[src/rtl/if_stage.sv]
// Instruction fetch stage: drives the instruction memory request, holds the
// fetched word for decode, and follows redirects (misaligned target -> fault).
module if_stage #(
    parameter logic [31:0] RESET_PC  = 32'h0000_0000,
    parameter logic [31:0] NOP_INSTR = 32'h0000_0013
) (
    input  logic        clk,
    input  logic        reset,
    output logic        imem_req,
    output logic [31:0] imem_addr,
    input  logic        imem_ack,
    input  logic [31:0] imem_rdata,
    input  logic        stall,
    input  logic        redirect,
    input  logic [31:0] redirect_pc,
    output logic [31:0] Instr,
    output logic [31:0] PC,
    output logic [31:0] PCPlus4,
    output logic        instr_valid,
    output logic        fault,
    output logic [31:0] fetch_count
);

    typedef enum logic [1:0] {
        S_IDLE  = 2'd0,
        S_FETCH = 2'd1,
        S_FAULT = 2'd2
    } state_t;

    state_t      state_q, state_d;
    logic [31:0] fpc_q, fpc_d;
    logic [31:0] instr_q, instr_d;
    logic [31:0] pc_q, pc_d;
    logic [31:0] pcp4_q, pcp4_d;
    logic        valid_q, valid_d;
    logic        fault_q, fault_d;
    logic [31:0] cnt_q, cnt_d;

    logic misaligned;
    logic ack_hit;

    assign misaligned = redirect && (redirect_pc[1:0] != 2'b00);
    assign ack_hit    = imem_req && imem_ack;

    // State register
    always_ff @(posedge clk or negedge reset) begin
        if (!reset) begin
            state_q <= S_IDLE;
        end else begin
            state_q <= state_d;
        end
    end

    // Next-state logic
    always_comb begin
        state_d = state_q;
        unique case (state_q)
            S_IDLE:  state_d = misaligned ? S_FAULT : S_FETCH;
            S_FETCH: if (misaligned) state_d = S_FAULT;
            S_FAULT: state_d = S_FAULT;
            default: state_d = S_IDLE;
        endcase
    end

    // Output logic: the only combinational output
    always_comb begin
        imem_req = 1'b0;
        if (state_q == S_FETCH) begin
            imem_req = !redirect && (!valid_q || !stall);
        end
    end

    // Datapath next-state
    always_comb begin
        fpc_d   = fpc_q;
        instr_d = instr_q;
        pc_d    = pc_q;
        pcp4_d  = pcp4_q;
        valid_d = valid_q;
        fault_d = fault_q;
        cnt_d   = cnt_q;
        unique case (state_q)
            S_IDLE: begin
                if (redirect) begin
                    if (misaligned) fault_d = 1'b1;
                    else            fpc_d   = redirect_pc;
                end
            end
            S_FETCH: begin
                if (redirect) begin
                    valid_d = 1'b0;
                    instr_d = NOP_INSTR;
                    if (misaligned) fault_d = 1'b1;
                    else            fpc_d   = redirect_pc;
                end else if (ack_hit) begin
                    instr_d = imem_rdata;
                    pc_d    = fpc_q;
                    pcp4_d  = fpc_q + 32'd4;
                    valid_d = 1'b1;
                    fpc_d   = fpc_q + 32'd4;
                    cnt_d   = cnt_q + 32'd1;
                end else if (valid_q && !stall) begin
                    valid_d = 1'b0;
                    instr_d = NOP_INSTR;
                end
            end
            default: begin
            end
        endcase
    end

    always_ff @(posedge clk or negedge reset) begin
        if (!reset) begin
            fpc_q   <= RESET_PC;
            instr_q <= NOP_INSTR;
            pc_q    <= RESET_PC;
            pcp4_q  <= RESET_PC + 32'd4;
            valid_q <= 1'b0;
            fault_q <= 1'b0;
            cnt_q   <= 32'd0;
        end else begin
            fpc_q   <= fpc_d;
            instr_q <= instr_d;
            pc_q    <= pc_d;
            pcp4_q  <= pcp4_d;
            valid_q <= valid_d;
            fault_q <= fault_d;
            cnt_q   <= cnt_d;
        end
    end

    assign imem_addr   = fpc_q;
    assign Instr       = instr_q;
    assign PC          = pc_q;
    assign PCPlus4     = pcp4_q;
    assign instr_valid = valid_q;
    assign fault       = fault_q;
    assign fetch_count = cnt_q;

endmodule

[config.mk]
export PLATFORM = sky130hd
export DESIGN_NAME = if_stage
export DESIGN_NICKNAME = d
export VERILOG_FILES = /design/src/rtl/if_stage.sv
export SDC_FILE = /design/constraint.sdc
export NUM_CORES = 1
export LEC_CHECK = 0
export CORE_UTILIZATION = 50
export CTS_CLUSTER_SIZE = 14
export DETAILED_ROUTE_END_ITERATION = 8
export PLACE_DENSITY = 0.85
export SKIP_LAST_GASP = 1
export SLEW_MARGIN = 20
export SYNTH_ARGS = -nofsm -noshare
export SYNTH_HDL_FRONTEND = slang
export SYNTH_SLANG_ARGS = --single-unit
[constraint.sdc]
create_clock -name clk -period 4.6 [get_ports clk]
set_input_delay 0.92 -clock clk [delete_from_list [all_inputs] [get_ports clk]]
set_output_delay 0.92 -clock clk [all_outputs]
set_load 0.02 [all_outputs]
==> summary.txt <==
Run status
  – Status: completed

Detailed routing
  – Met3 Wirelength: 1.30 mm
  – Iter 0 DRT Violations: 502
  – Routed WL: 20.2 mm
  – M1 wire length: 8.68 mm
  – Total iterations of the first detailed-routing run: 7
  – Routed Antenna Nets: 0
  – Met2 Wirelength: 9.65 mm
  – Vias/cell: 5.57
  – # DRC: 0
  – Routed vias: 6344
  – Wire per inst: 17.8 um
  – DR top layer: met4

Yosys
  – Ys Warns: 0
  – Seq cells post-synth: 162
  – Post-synth EDFFs: 0
  – Netlist cell types: 54
  – Syn_nets: 812
  – Post-Syn Instances: 738
  – Async S/R FF share, synth: 100%
  – Mapped Area: 7330 sq um
  – Sequential-to-total area share from yosys stat: 55.4%
  – Synth Flop Type: dfrtp_1
  – Synthesized area per cell: 9.94 sq um

Clock tree
  – Htree depth: 4
  – Post_cts resized: 0
  – CTS tree: built
  – CTS clk-pin slew, worst paths: 0.06 ns
  – Total CTS buffers: 17
  – Clock latency on the worst-skew pair: 0.42 ns
  – Postcts setup bufs: 0
  – Clock Path Buffers: 2
  – Clock root buffer: clkbuf_16
  – Hold Buf Count CTS: 0
  – Clock sink count: 162

Worst setup path
  – CP cell instances: clkdlybuf4s50_1 > nand2b_1 > a21oi_1 > clkdlybuf4s50_1
  – Crit path largest cell delay: 0.63 ns
  – CP most frequent cell: clkdlybuf4s50_1
  – Critical-path top delay cell: clkdlybuf4s50_1
  – WP data required: 3.68 ns
  – Worst EP arrival: 2.96 ns
  – Crit path launch type: input port
  – Worst-path fanout max: 12
  – CP Class: in -> out
  – Worst setup EP type: output pin
  – Worst reg-to-reg setup slack: 1.83 ns

STA
  – Endpoints failing setup: 0
  – Fmax: 258 MHz
  – Slew headroom: 35.8%
  – Max-slew violation count: 0
  – Crit path time final: 3.88 ns
  – RSZ-0062 raised after global routing: no
  – Final Skew: 0.00879 ns
  – Final worst path period share: 84.3%
  – Worst slew pin tran: 0.963 ns
  – Setup total negative slack: 0 ns
  – Final hold violations: 0

Floorplan
  – Ports: 232
  – Die width: 123 um
  – Core Region: 14100 sq um
  – Initial core utilization: 52.0%
  – Die area: 15200 sq um
  – Row count: 43
  – Die height: 123 um

Cells and area
  – Nets: 1020
  – End-of-flow core utilization: 73.6%
  – Most common cell after layout, fill and taps aside: clkdlybuf4s50_1
  – Layout cells sized above 1: 6.78%
  – ANT cells: 0
  – Commonest non-fill, non-tap cells in the layout: 230 x clkdlybuf4s50_1, 164 x nand2_1, 158 x dfrtp_1
  – Non-Filler Instances: 1139
  – Area Overhead vs Synth: 41.5%

Global routing
  – First-pass GRT wire length: 32.2 mm
  – Vias in the first global route: 6069
  – Largest net degree at the start of global routing: 112
  – Initial antenna violation count: 0
  – Total track usage: 27.9%
  – Total global routing overflow: 0

Power and ir drop
  – Power Internal: 0.00412 W
  – Net Sw Frac: 38.3%
  – PwrDens: 643 nW/um^2
  – Switching pwr: 0.00255 W
  – Clock power share: 21.9%
  – P_leak: 4.49 nW
  – Reg power frac: 36.3%
  – Combinational power share: 41.8%
  – Maximum vdd drop: 0.345 mV

Placement
  – Placed Cells: 1107
  – Dpl hpwl: 14.0 mm
  – RePlAce Congestion: 0.833
  – Port Buf Inserts: 231

Flow run
  – MaxCap Viol Count: 0

Min path
  – HP Class: reg -> reg
## metal layers
metal,global-route usage (%),vias up
li1,-,2976
met1,38.0,3085
met2,42.3,237
met3,6.41,46
met4,12.7,0
met5,0,-
## cells in the mapped netlist (3+ instances only)
master,n,share of area (%)
o22ai_1,3,0.26
a22oi_1,3,0.31
dfrtp_1,158,54
and4_1,8,0.96
ha_1,5,0.85
o21a_1,3,0.31
xor2_1,22,2.6
o21ai_1,7,0.48
o22a_1,3,0.36
clkbuf_1,37,1.9
or3_1,4,0.34
nand4_1,13,1.1
and2_1,6,0.51
a311oi_1,5,0.60
mux2i_1,4,0.55
a211o_1,3,0.36
or4_4,3,0.46
o221a_2,6,0.92
a211oi_1,7,0.72
nor4_1,4,0.34
a22o_1,30,3.6
nand2_1,165,8.4
a21o_1,4,0.41
nand3_1,34,2.3
nor3_1,11,0.75
a21oi_1,22,1.5
dfstp_2,4,1.4
nor2_1,37,1.9
buf_2,10,0.68
xnor2_1,37,4.4
inv_1,5,0.26
and3_1,7,0.60
o21ai_0,39,2.7
## final cells by class
| type | count | area (sq um) |
|---|---|---|
| Tap cell | 180 | 225 |
| Clock buffer | 24 | 492 |
| Inverter | 5 | 18.8 |
| Sequential cell | 162 | 4060 |
| Clock inverter | 8 | 125 |
| Timing Repair Buffer | 240 | 2380 |
| Multi-Input combinational cell | 520 | 3070 |
| Fill cell | 1026 | 3720 |
## power by group through the flow
stage	Combinational [W]	Sequential [W]	Clock, W
floorplan	0.00103	0.00283	0
global placement	0.00272	0.00241	0
detailed placement	0.00279	0.00242	0
CTS	0.00280	0.00241	0.00148
global route	0.00301	0.00249	0.00155
finish	0.00279	0.00242	0.00146
## flip-flops by register name (all words and copies together), names as in the netlist
name and flops:
imem_addr 32, instr_valid 1, Instr 32, PCPlus4 30, fetch_count 32, fault 1, PC 32, state_q 2
## cell families (layout without fill, tap and decap cells)
family          Yosys count  count (layout)  share of synthesized area (%)
buf+inv                  56             277                           3.14
mux                       4               4                          0.546
flops                   162             162                           55.4
compound gates          145             145                           13.6
fa+ha+maj                 5               5                          0.853
simple gates            307             307                           19.4
xor+xnor                 59              59                           7.05
## final timing paths
| kind | from | endpoint | cells past startpoint |
|---|---|---|---|
| max in group asynchronous | reset | Instr[0] | 2 |
| setup / recovery | redirect | imem_req | 4 |
| hold / removal | fault | fault | 1 |
| min in group asynchronous | reset | fetch_count[13] | 1 |
| setup reg to reg | imem_addr[2] | imem_addr[30] | 5 |
| hold reg to reg | fault | fault | 1 |
## worst max-delay path, delay by kind of cell
kind | cells | cell delay (ns)
and+or+nand+nor | 1 | 0.53
AOI/OAI and AO/OA | 1 | 0.26
buffers and inverters | 2 | 1.24
## per-stage QoR
stage / hold slack (ns) / setup slack, ns / instance area [sq um] / power (W)
3_5_place_dp: 0.443 / 0.762 / 9750 / 0.00521
4_1_cts: 0.457 / 0.747 / 10400 / 0.00669
2_1_floorplan: 0.513 / 2.06 / 7330 / 0.00386
6_report: 0.457 / 0.724 / 10400 / 0.00667
5_1_grt: 0.475 / 0.662 / 10400 / 0.00705
3_3_place_gp: 0.440 / 0.831 / 9750 / 0.00513
No activity file was read; power rests on OpenSTA's default activity.
